**config.mk**
```make
export PLATFORM = sky130hd
export DESIGN_NAME = bru_execute
export DESIGN_NICKNAME = d
export VERILOG_FILES = /design/src/rtl/bru_execute_pkg.sv /design/src/rtl/bru_cmp.sv /design/src/rtl/gen_dffr.sv /design/src/rtl/bru_execute.sv
export SDC_FILE = /design/constraint.sdc
export NUM_CORES = 1
export LEC_CHECK = 0
export ABC_AREA = 1
export CORE_AREA = 3 3 214 216
export CTS_CLUSTER_SIZE = 30
export DETAILED_ROUTE_END_ITERATION = 6
export DIE_AREA = 0 0 217 219
export GPL_ROUTABILITY_DRIVEN = 1
export HOLD_SLACK_MARGIN = 0.03
export PLACE_DENSITY = 0.6
export SETUP_SLACK_MARGIN = 0.5
export SLEW_MARGIN = 10
export SYNTH_ARGS = -nofsm -noshare
export SYNTH_HDL_FRONTEND = slang
export SYNTH_SLANG_ARGS = --single-unit
```
**constraint.sdc**
```tcl
create_clock -name CLK -period 1.8 [get_ports CLK]
set_clock_uncertainty 0.2 [all_clocks]
set_input_delay 0.27 -clock CLK [delete_from_list [all_inputs] [get_ports CLK]]
set_output_delay 0.27 -clock CLK [all_outputs]
set_load 0.03 [all_outputs]
```
**src/rtl/bru_execute_pkg.sv**
```systemverilog
// Shared definitions for the branch-resolution execute block: packet width
// macro, packet field offsets, result FIFO depth and result-entry layout.
// Optional feature macro: BRU_MISPREDICT_CHECK_EN (adds pred_taken to the
// packet and a mispredict bit to every result entry).
`ifndef BRU_EXECUTE_DEFS
`define BRU_EXECUTE_DEFS
`ifdef BRU_MISPREDICT_CHECK_EN
`define BRU_EXEPARAM_DW 268
`else
`define BRU_EXEPARAM_DW 267
`endif
`endif

package bru_execute_pkg;

  localparam int unsigned EXEPARAM_DW = `BRU_EXEPARAM_DW;

  // Packet layout, LSB first: tag, op2, op1, imm, pc, flags, [pred_taken]
  localparam int unsigned TAG_W    = 5;
  localparam int unsigned XLEN     = 64;
  localparam int unsigned FLAG_W   = 6;
  localparam int unsigned TAG_LSB  = 0;
  localparam int unsigned OP2_LSB  = 5;
  localparam int unsigned OP1_LSB  = 69;
  localparam int unsigned IMM_LSB  = 133;
  localparam int unsigned PC_LSB   = 197;
  localparam int unsigned FLAG_LSB = 261;
  localparam int unsigned PRED_BIT = 267;

  localparam int unsigned FIFO_DEPTH = 2;

  // Compare-select flags, MSB first as they appear in the packet
  typedef struct packed {
    logic beq;
    logic bne;
    logic blt;
    logic bge;
    logic bltu;
    logic bgeu;
  } bru_flags_t;

  // One result FIFO entry
  typedef struct packed {
`ifdef BRU_MISPREDICT_CHECK_EN
    logic              mispredict;
`endif
    logic              taken;
    logic [XLEN-1:0]   target;
    logic [TAG_W-1:0]  tag;
  } bru_res_t;

  localparam int unsigned RES_W = $bits(bru_res_t);

endpackage

```
**src/rtl/bru_cmp.sv**
```systemverilog
// Combinational branch compare and next-PC computation.
// Flags are one-hot by contract; if several are set the results are ORed.
module bru_cmp
  import bru_execute_pkg::*;
(
  input  bru_flags_t       flags_i,
  input  logic [XLEN-1:0]  pc_i,
  input  logic [XLEN-1:0]  imm_i,
  input  logic [XLEN-1:0]  op1_i,
  input  logic [XLEN-1:0]  op2_i,
  output logic             taken_o,
  output logic [XLEN-1:0]  target_o
);

  logic eq_s;
  logic lts_s;
  logic ltu_s;

  // Evaluate all compare flavours, select by flag, then pick the next PC
  always_comb begin
    eq_s  = (op1_i == op2_i);
    lts_s = ($signed(op1_i) < $signed(op2_i));
    ltu_s = (op1_i < op2_i);
    taken_o = (flags_i.beq  &  eq_s)  |
              (flags_i.bne  & ~eq_s)  |
              (flags_i.blt  &  lts_s) |
              (flags_i.bge  & ~lts_s) |
              (flags_i.bltu &  ltu_s) |
              (flags_i.bgeu & ~ltu_s);
    if (taken_o) begin
      target_o = pc_i + imm_i;
    end else begin
      target_o = pc_i + 64'd4;
    end
  end

endmodule

```
**src/rtl/gen_dffr.sv**
```systemverilog
// Generic D flip-flop bank with asynchronous active-low reset to zero.
module gen_dffr #(
  parameter int unsigned DW = 1
) (
  input  logic          clk,
  input  logic          rst_n,
  input  logic [DW-1:0] dnxt,
  output logic [DW-1:0] qout
);

  // Capture next state on every rising edge, clear on reset
  always_ff @(posedge clk or negedge rst_n) begin
    if (!rst_n) begin
      qout <= {DW{1'b0}};
    end else begin
      qout <= dnxt;
    end
  end

endmodule

```
**src/rtl/bru_execute.sv**
```systemverilog
// Branch execute stage: resolves a branch packet and queues the result in a
// 2-entry FIFO. Input ready is registered (no path from bru_res_ready).
// Optional feature macro: BRU_MISPREDICT_CHECK_EN.
module bru_execute
  import bru_execute_pkg::*;
(
  input  logic                         CLK,
  input  logic                         RSTn,
  input  logic                         bru_exeparam_vaild,
  output logic                         bru_exeparam_ready,
  input  logic [`BRU_EXEPARAM_DW-1:0]  bru_exeparam,
  input  logic                         flush,
  output logic                         bru_res_valid,
  input  logic                         bru_res_ready,
  output logic                         bru_res_taken,
  output logic [63:0]                  bru_res_target,
  output logic [4:0]                   bru_res_tag
`ifdef BRU_MISPREDICT_CHECK_EN
  ,
  output logic                         bru_res_mispredict
`endif
);

  logic [1:0] occ_q, occ_d;
  logic       wptr_q, wptr_d;
  logic       rptr_q, rptr_d;
  logic       rdy_q, rdy_d;
  bru_res_t   ent0_q, ent0_d;
  bru_res_t   ent1_q, ent1_d;
  bru_res_t   new_res_s;
  bru_res_t   head_s;
  logic       push_s;
  logic       pop_s;
  logic       cmp_taken_s;
  logic [XLEN-1:0] cmp_target_s;

  bru_cmp u_cmp (
    .flags_i  (bru_flags_t'(bru_exeparam[FLAG_LSB +: FLAG_W])),
    .pc_i     (bru_exeparam[PC_LSB  +: XLEN]),
    .imm_i    (bru_exeparam[IMM_LSB +: XLEN]),
    .op1_i    (bru_exeparam[OP1_LSB +: XLEN]),
    .op2_i    (bru_exeparam[OP2_LSB +: XLEN]),
    .taken_o  (cmp_taken_s),
    .target_o (cmp_target_s)
  );

  // Form the result entry for the packet currently on the input
  always_comb begin
    new_res_s        = '0;
    new_res_s.taken  = cmp_taken_s;
    new_res_s.target = cmp_target_s;
    new_res_s.tag    = bru_exeparam[TAG_LSB +: TAG_W];
`ifdef BRU_MISPREDICT_CHECK_EN
    new_res_s.mispredict = cmp_taken_s ^ bru_exeparam[PRED_BIT];
`endif
  end

  // FIFO control: flush wins over push/pop; ready reflects next occupancy
  always_comb begin
    push_s = bru_exeparam_vaild & rdy_q & ~flush;
    pop_s  = bru_res_valid & bru_res_ready & ~flush;
    occ_d  = occ_q;
    wptr_d = wptr_q;
    rptr_d = rptr_q;
    if (flush) begin
      occ_d  = 2'd0;
      wptr_d = 1'b0;
      rptr_d = 1'b0;
    end else begin
      case ({push_s, pop_s})
        2'b10:   occ_d = occ_q + 2'd1;
        2'b01:   occ_d = occ_q - 2'd1;
        default: occ_d = occ_q;
      endcase
      if (push_s) begin
        wptr_d = ~wptr_q;
      end else begin
        wptr_d = wptr_q;
      end
      if (pop_s) begin
        rptr_d = ~rptr_q;
      end else begin
        rptr_d = rptr_q;
      end
    end
    rdy_d = (occ_d < 2'(FIFO_DEPTH));
  end

  // Entry write: only the slot addressed by the write pointer takes new data
  always_comb begin
    ent0_d = ent0_q;
    ent1_d = ent1_q;
    if (push_s && (wptr_q == 1'b0)) begin
      ent0_d = new_res_s;
    end else if (push_s) begin
      ent1_d = new_res_s;
    end else begin
      ent0_d = ent0_q;
      ent1_d = ent1_q;
    end
  end

  gen_dffr #(.DW(2))     u_occ  (.clk(CLK), .rst_n(RSTn), .dnxt(occ_d),  .qout(occ_q));
  gen_dffr #(.DW(1))     u_wptr (.clk(CLK), .rst_n(RSTn), .dnxt(wptr_d), .qout(wptr_q));
  gen_dffr #(.DW(1))     u_rptr (.clk(CLK), .rst_n(RSTn), .dnxt(rptr_d), .qout(rptr_q));
  gen_dffr #(.DW(1))     u_rdy  (.clk(CLK), .rst_n(RSTn), .dnxt(rdy_d),  .qout(rdy_q));
  gen_dffr #(.DW(RES_W)) u_ent0 (.clk(CLK), .rst_n(RSTn), .dnxt(ent0_d), .qout(ent0_q));
  gen_dffr #(.DW(RES_W)) u_ent1 (.clk(CLK), .rst_n(RSTn), .dnxt(ent1_d), .qout(ent1_q));

  // Present the head entry selected by the read pointer
  always_comb begin
    if (rptr_q) begin
      head_s = ent1_q;
    end else begin
      head_s = ent0_q;
    end
  end

  assign bru_exeparam_ready = rdy_q;
  assign bru_res_valid      = (occ_q != 2'd0);
  assign bru_res_taken      = head_s.taken;
  assign bru_res_target     = head_s.target;
  assign bru_res_tag        = head_s.tag;
`ifdef BRU_MISPREDICT_CHECK_EN
  assign bru_res_mispredict = head_s.mispredict;
`endif

endmodule

```
==> metrics.md, run 1 <==
| Metric | Value |
|---|---|
| Tcrit/Tclk final | `1.561` |
| # IOs | `344` |
| Status | `finished with violations` |
| TritonCTS clock tree | `yes` |
| Via/cell ratio | `5.367` |
| Clock transition at path regs | `0.07 ns` |
| Max-cap violations | `0` |
| Initial DRT Pass Iterations | `7` |
| Final hold vios | `0` |
| Clock Latency Late Sink | `0.43 ns` |
| Number of routed nets with antenna violations | `0` |
| Hold WS | `0.08592 ns` |
| Critical path type | `input port to flip-flop` |
| Largest net degree at the start of global routing | `46` |
| Final cell count without fillers | `4,153` |
| Largest stage delay, worst path | `0.33 ns` |
| Synthesized flop and latch total | `145` |
| # setup viols final | `200` |
| Ys Warns | `0` |
| PortBufs | `343` |
| CP Max Fanout | `6` |
| Dpl cells | `3,977` |
| Mapped Nets | `2,942` |
| Final worst path period need | `2.810 ns` |
| Routed wire length per instance | `22.10 µm` |
| CP Cell Sequence | `clkdlybuf4s15_1, inv_1, ha_1, nand2_4, nor2_4, nand2_2, nor2_4, nand2_2, nor2_4, nor2_2, a21oi_4, nand2_2, nor2_4, buf_6, nand3_4, buf_12, buf_8, buf_16, nand2_4, nand3_1, nand2_1` |
| Synthesis-to-layout area growth | `104.8%` |
| Syn avg cell area | `6.077 µm²` |
| Synth async-reset ratio | `1.000` |
| Largest cells by area after synthesis | `dfrtp_1 24%, nand2_1 23%, ha_1 11%` |
| Slowest stage cell on the critical path | `ha_1` |
| Leakage | `0.01537 µW` |
| # rows | `77` |
| Ys flop type | `dfrtp_1` |
| Total number of vias | `22,290` |
| H-Tree Depth | `4` |
| FMAX | `0.3559 GHz` |
| Detailed Place HPWL | `63.83 mm` |
| Crit-path leading delay family | `simple AND/OR/NAND/NOR gates` |
| 1st-iter DRT viols | `1,926` |
| PnR worst setup slack | `-1.010 ns` |
| DRC viols | `1` |
| Net count, final | `3,941` |
| Vias in the first global route | `22,250` |
| Clock Sinks | `145` |
| Sequential area share after synthesis | `0.2352` |
| Post-Syn Instances | `2,539` |
| Area of the core | `44,120 µm²` |
| Share of cells above drive strength 1 | `0.4762` |
| RSZ-0062 raised after global routing | `true` |
| Netlist cell types | `39` |
| Relative slew slack | `0.6000` |
| Die height | `219 µm` |
| Die width | `217 µm` |
| First-pass GRT wire length | `127.4 mm` |
| Final WL | `91.78 mm` |
| Mapped cell area | `15,430 µm²` |
| Final global-route overflow total | `0` |
| WP data required | `1.96 ns` |
| Crit path capture type | `flip-flop` |
| Hold Crit Class | `input port to flip-flop` |
| EDFF count, synth | `0` |
| Max IR drop VDD | `620.2 µV` |
| CTS Buf Count | `17` |
| Final core occ | `0.7161` |
| R2r setup slk | `0.04 ns` |
| Failing checks | `design-rule violations, negative setup slack` |
| Count leader, synth | `nand2_1` |
| Starting Density | `0.3497` |
| Final-report max-slew violation count | `0` |
| Commonest cells in the netlist | `956 x nand2_1, 298 x inv_1, 220 x nor2_1` |
| DIE AREA | `47,520 µm²` |
| GR Util All Layers | `0.3481` |
| Yosys top cell area share | `0.2352` |
| Clk buf depth | `2` |
| Worst Path Arrival | `2.97 ns` |
| CP Launch Type | `input port` |
| Initial antenna violation count | `9` |
| Pwr/cell area | `733.5 nW/µm²` |
| Largest area contributor in the netlist | `dfrtp_1` |
| Root Driver | `clkbuf_16` |
| Cell mode on critical path | `nor2_4` |
| Gpl congestion | `0.9995` |
| Worst Max-Slew Pin Slew | `0.5979 ns` |
| WP buf/inv | `6` |
[metal layers]
| metal | track usage | part of all wire | up-vias | wire (µm) |
|---|---|---|---|---|
| met5 | 0 | 0 | - | 0 |
| met2 | 0.6020 | 0.48 | 1106 | 44030 |
| met4 | 0.1118 | 0.052 | 0 | 4814 |
| li1 | - | - | 10190 | - |
| met1 | 0.4550 | 0.40 | 10660 | 36340 |
| met3 | 0.03877 | 0.072 | 335 | 6601 |
[worst paths after layout]
check	from	to	cells past startpoint
max	bru_exeparam[17]	u_ent0.qout[25]	21
min	bru_exeparam[133]	u_ent0.qout[5]	6
max reg2reg	u_rdy.qout	u_ent1.qout[20]	8
min reg2reg	u_ent1.qout[54]	u_ent1.qout[54]	2
max in group asynchronous	RSTn	u_ent1.qout[22]	3
min in group asynchronous	RSTn	u_ent0.qout[66]	2
[through the flow]
step / total power (µW) / area, µm² / TNS (ns) / setup WS (ns)
6_report: 23180 / 31600 / -128.68 / -1.010
5_1_grt: 24110 / 31600 / -144.43 / -1.053
4_1_cts: 21370 / 30000 / -105.25 / -0.7510
3_5_place_dp: 15990 / 25180 / -199.23 / -1.735
3_3_place_gp: 15860 / 25180 / -192.48 / -1.740
2_1_floorplan: 10060 / 16200 / -69.42 / -0.5723
[registers in the layout, summed over array words and instances (netlist names)]
name         flops
u_rptr.qout      1
u_wptr.qout      1
u_rdy.qout       1
u_ent0.qout     70
u_occ.qout       2
u_ent1.qout     70
[layout by cell type (no fill, tap or decap), types with 8 or more instances in the layout]
cell type	n
a21oi_1	75
a21oi_2	58
a21oi_4	11
buf_12	107
buf_16	29
buf_2	51
buf_4	566
buf_6	74
buf_8	13
clkbuf_16	30
clkbuf_2	22
clkdlybuf4s15_1	27
clkdlybuf4s50_1	37
dfrtp_1	143
diode_2	10
dlygate4sd2_1	105
ha_1	22
ha_4	105
inv_1	229
inv_2	58
inv_4	8
nand2_1	630
nand2_2	134
nand2_4	216
nand3_1	94
nand3_2	45
nand3_4	8
nand4_1	100
nor2_1	148
nor2_2	41
nor2_4	33
nor3_1	33
nor4_1	10
o21ai_0	29
o21ai_1	40
o21ai_2	17
xnor2_1	30
xor2_1	66
[logic make-up (layout without fill, tap and decap cells)]
family	Yosys count	count (layout)	share of synthesized area
AO/OA/AOI/OAI	273	273	0.09431
adder cells (fa/ha/maj)	131	131	0.1067
AND/OR/NAND/NOR	1512	1512	0.4082
flip-flops	145	145	0.2352
other	0	10	0
buffers and inverters	372	1384	0.09545
XOR/XNOR	106	106	0.06017
[what timing repair did]
| action | CTS | global route |
|---|---|---|
| gates cloned | 27 | 17 |
| hold buffers | 1 | 0 |
| gates resized for setup | 1237 | 374 |
| setup buffers | 77 | 12 |
| pin swaps | 307 | 221 |
| endpoints found under the setup margin | 217 | 217 |
| hold endpoints to repair | 145 | 0 |
[power by group]
| part | leakage (µW) | switching, µW | internal (µW) |
|---|---|---|---|
| clock | 0.000249 | 1490 | 1900 |
| sequential | 0.00181 | 1060 | 4300 |
| combinational | 0.0133 | 7470 | 6960 |
[cell type report]
type	count	area, µm²
multi-input combinational	2022	14910
clock inverter	12	111.4
antenna	10	25.02
fill	3367	12530
sequential	145	3631
timing repair buffer	1053	10570
tap	592	740.7
clock buffer	20	436.7
inverter	299	1170
[worst reg2reg max path, delay by kind of cell, from the launching register on]
| family | cells | cell delay, ns |
|---|---|---|
| buffers and inverters | 3 | 0.44 |
| DFF | 1 | 0.40 |
| and+or+nand+nor | 5 | 0.66 |
Power figures use the tool's default switching activity.
==> run 2, diff against run 1 <==
--- a/config.mk
+++ b/config.mk
@@ -7,6 +7,7 @@
 export LEC_CHECK = 0
 export ABC_AREA = 1
 export CORE_AREA = 3 3 214 216
+export CTS_CLUSTER_DIAMETER = 120
 export CTS_CLUSTER_SIZE = 30
 export DETAILED_ROUTE_END_ITERATION = 6
 export DIE_AREA = 0 0 217 219
==> results of run 2 <==
No change in the layout: final DEF, timing and power equal those of run 1.
==> run 3, diff against run 2 <==
==> constraint.sdc (replaced) <==
create_clock -name CLK -period 2.4 [get_ports CLK]
set_clock_uncertainty 0.2 [all_clocks]
set_input_delay 0.36 -clock CLK [delete_from_list [all_inputs] [get_ports CLK]]
set_output_delay 0.36 -clock CLK [all_outputs]
set_load 0.03 [all_outputs]
==> run 3 against run 2 <==
Against the previous run:
- wire length fell by 13%
- global-route usage decreased by 3.8 points
- setup slack improved by 0.82 ns
- cell count is 3.4% lower
- total power decreased by 31%
- worst hold slack better by 0.16 ns
- critical path depth did not move
- combinational power down 35%
- die area unchanged
- largest power group unchanged
- the flow finishes with violations (negative setup slack)
- first-iteration DRC count shrank 12%
- clock power fell by 17%
- final area shrank 8.3%
- critical endpoint is now u_ent1.qout[54]
==> metrics.md, run 3 (synthesis results as in run 1) <==
| Metric | Value |
|---|---|
| Relative slew slack | `0.6690 (was 0.6000)` |
| Max-cap violations | `0 (unchanged)` |
| Most frequent cells in the layout | `758 x nand2_1, 515 x buf_4, 228 x inv_1 (was 630 x nand2_1, 566 x buf_4, 229 x inv_1)` |
| Number of routed nets with antenna violations | `0 (unchanged)` |
| CP Cell Sequence | `clkdlybuf4s15_1, inv_2, ha_4, nand2_4, nor2_4, nand2_2, nor2_4, buf_6, nand2_2, nand2_2, nand2_4, nand3_2, nand2_2, nor2_4, buf_4, nand3_4, buf_12, buf_4, nand2_2, nand3_1, nand2_1 (was clkdlybuf4s15_1, inv_1, ha_1, nand2_4, nor2_4, nand2_2, nor2_4, nand2_2, nor2_4, nor2_2, a21oi_4, nand2_2, nor2_4, buf_6, nand3_4, buf_12, buf_8, buf_16, nand2_4, nand3_1, nand2_1)` |
| PnR worst setup slack | `-0.1861 ns (was -1.010 ns)` |
| Top Registers | `u_ent0.qout (70), u_ent1.qout (70), u_occ.qout (2) (unchanged)` |
| P_sw | `6556 µW (was 10,020 µW)` |
| Routed wire length per instance | `19.81 µm (was 22.10 µm)` |
| Clock network fraction of design power | `0.176 (was 0.146)` |
| Failing checks | `negative setup slack (was design-rule violations, negative setup slack)` |
| PortBufs | `343 (unchanged)` |
| Crit path capture type | `flip-flop (unchanged)` |
| Gpl congestion | `0.9849 (was 0.9995)` |
| # setup viols final | `125 (was 200)` |
| CP Max Fanout | `14 (was 6)` |
| Combinational fraction of design power | `0.588 (was 0.622)` |
| Leakage | `0.01399 µW (was 0.01537 µW)` |
| # IOs | `344 (unchanged)` |
| Commonest non-fill, non-tap cell in the layout | `nand2_1 (unchanged)` |
| Hold WS | `0.2448 ns (was 0.08592 ns)` |
| TritonCTS clock tree | `yes (unchanged)` |
| Post-Place Cell Area | `23,940 µm² (was 25,180 µm²)` |
| Starting Density | `0.3497 (unchanged)` |
| Sw frac | `0.4104 (was 0.4324)` |
| Pint | `9418 µW (was 13,160 µW)` |
| Status | `finished with violations (unchanged)` |
| Synthesis-to-layout area growth | `87.74% (was 104.8%)` |
| Final global-route overflow total | `0 (unchanged)` |
| Final worst path period need | `2.586 ns` |
| DIE AREA | `47,520 µm² (unchanged)` |
| Final-report max-slew violation count | `0 (unchanged)` |
| Clock Latency Late Sink | `0.43 ns (about the same)` |
| FMAX | `0.3867 GHz` |
| Total number of vias | `20,570 (was 22,290)` |
| Clock transition at path regs | `0.06 ns (was 0.07 ns)` |
| Initial DRT Pass Iterations | `6 (was 7)` |
| GR Util All Layers | `0.3100 (was 0.3481)` |
| Pwr/cell area | `551.5 nW/µm² (was 733.5 nW/µm²)` |
| Max IR drop VDD | `549.8 µV (was 620.2 µV)` |
| 1st-iter DRT viols | `1,693 (was 1,926)` |
| Net count, final | `3,806 (was 3,941)` |
| Area of the core | `44,120 µm² (unchanged)` |
| Largest stage delay, worst path | `0.27 ns (was 0.33 ns)` |
| H-Tree Depth | `4 (unchanged)` |
| Tcrit/Tclk final | `1.078` |
| CP Launch Type | `input port (unchanged)` |
| Via/cell ratio | `5.126 (was 5.367)` |
| Final WL | `79.47 mm (was 91.78 mm)` |
| Worst Max-Slew Pin Slew | `0.4964 ns (was 0.5979 ns)` |
| Worst Path Arrival | `2.76 ns (was 2.97 ns)` |
| Slowest stage cell on the critical path | `ha_4 (was ha_1)` |
| Sum Neg Setup Slack | `-11.52 ns (was -128.68 ns)` |
| CTS Buf Count | `17 (unchanged)` |
| WP data required | `2.57 ns (was 1.96 ns)` |
| Critical path type | `input port to flip-flop (unchanged)` |
| Filler cells | `3,868 (was 3,367)` |
| Detailed Place HPWL | `60.74 mm (was 63.83 mm)` |
| Final hold vios | `0 (unchanged)` |
| Clk buf depth | `2 (unchanged)` |
| Die height | `219 µm (unchanged)` |
| Largest net degree at the start of global routing | `56 (was 46)` |
| Hold Crit Class | `input port to asynchronous set/reset pin (was input port to flip-flop)` |
| Die width | `217 µm (unchanged)` |
| Vias in the first global route | `20,210 (was 22,250)` |
| Root Driver | `clkbuf_16 (unchanged)` |
| Final instance area | `28,970 µm² (was 31,600 µm²)` |
| # rows | `77 (unchanged)` |
| Sequential power share | `0.237 (was 0.231)` |
| First-pass GRT wire length | `114.0 mm (was 127.4 mm)` |
| Share of cells above drive strength 1 | `0.4261 (was 0.4762)` |
| Setup WS pre-CTS | `-1.077 ns (was -1.735 ns)` |
| Clock Sinks | `145 (unchanged)` |
| Initial antenna violation count | `3 (was 9)` |
| Total power draw | `15,970 µW (was 23,180 µW)` |
| Cell mode on critical path | `nand2_2 (was nor2_4)` |
| RSZ-0062 raised after global routing | `true (unchanged)` |
| DRC viols | `0 (was 1)` |
## run 3: path summary, 6_finish.rpt
kind,to,from,slack (ns),depth (start not counted)
max,u_ent1.qout[54],bru_exeparam[34],-0.19,21
min,u_ent0.qout[46],RSTn,0.24,2
max reg2reg,u_rdy.qout,u_occ.qout[0],0.43,8
min reg2reg,u_ent1.qout[57],u_ent1.qout[57],0.28,2
max in group asynchronous,u_rptr.qout,RSTn,1.06,3
min in group CLK,u_ent1.qout[57],u_ent1.qout[57],0.28,2
## run 3: cell type report
class / count / area, µm² / share of cell area
inverter: 299 / 1161 / 0.04009
timing repair buffer: 916 / 8673 / 0.2994
multi-input combinational: 2022 / 14100 / 0.4869
clock buffer: 17 / 425.4 / 0.01469
sequential: 145 / 3632 / 0.1254
tap: 592 / 740.7 / 0.02557
timing repair inverter: 2 / 27.53 / 0.0009503
clock inverter: 14 / 190.2 / 0.006566
antenna: 5 / 12.51 / 0.0004320
## run 3: power by group through the flow
stage               logic (µW)  clock network, µW  registers, µW
floorplan                 3520                  0           3560
finish                    9390               2800           3780
global route              9980               2920           3870
CTS                       8570               2830           3660
global placement          7650                  0           3630
detailed placement        7720                  0           3660
## run 3: repair_timing
action                     in CTS  in global routing
setup buffers                  37                 21
setup endpoints to repair     203                204
hold buffers                    1                  0
pin swaps                     305                131
hold endpoints to repair       46                  0
gates resized for setup      1129                322
cloned                          3                 17
## run 3: metal layers
| metal | track usage | vias up | part of all wire |
|---|---|---|---|
| met4 | 0.08263 | 0 | 0.032 |
| met3 | 0.03420 | 132 | 0.060 |
| met2 | 0.5190 | 753 | 0.47 |
| li1 | - | 9910 | - |
| met1 | 0.4261 | 9770 | 0.44 |
| met5 | 0 | - | 0 |
## run 3: through the flow
step	utilization	std cells
after global placement	0.5426	3897
after floorplan	-	2539
final	0.6564	4012
after global routing	0.6563	4010
after detailed placement	0.5426	3897
after CTS	0.6220	3969
## run 3: critical path, delay by kind of cell
kind                     cells  cell delay (ns)
adder cells (fa/ha/maj)      1             0.27
buffers and inverters        6             0.81
AND/OR/NAND/NOR             14             1.30
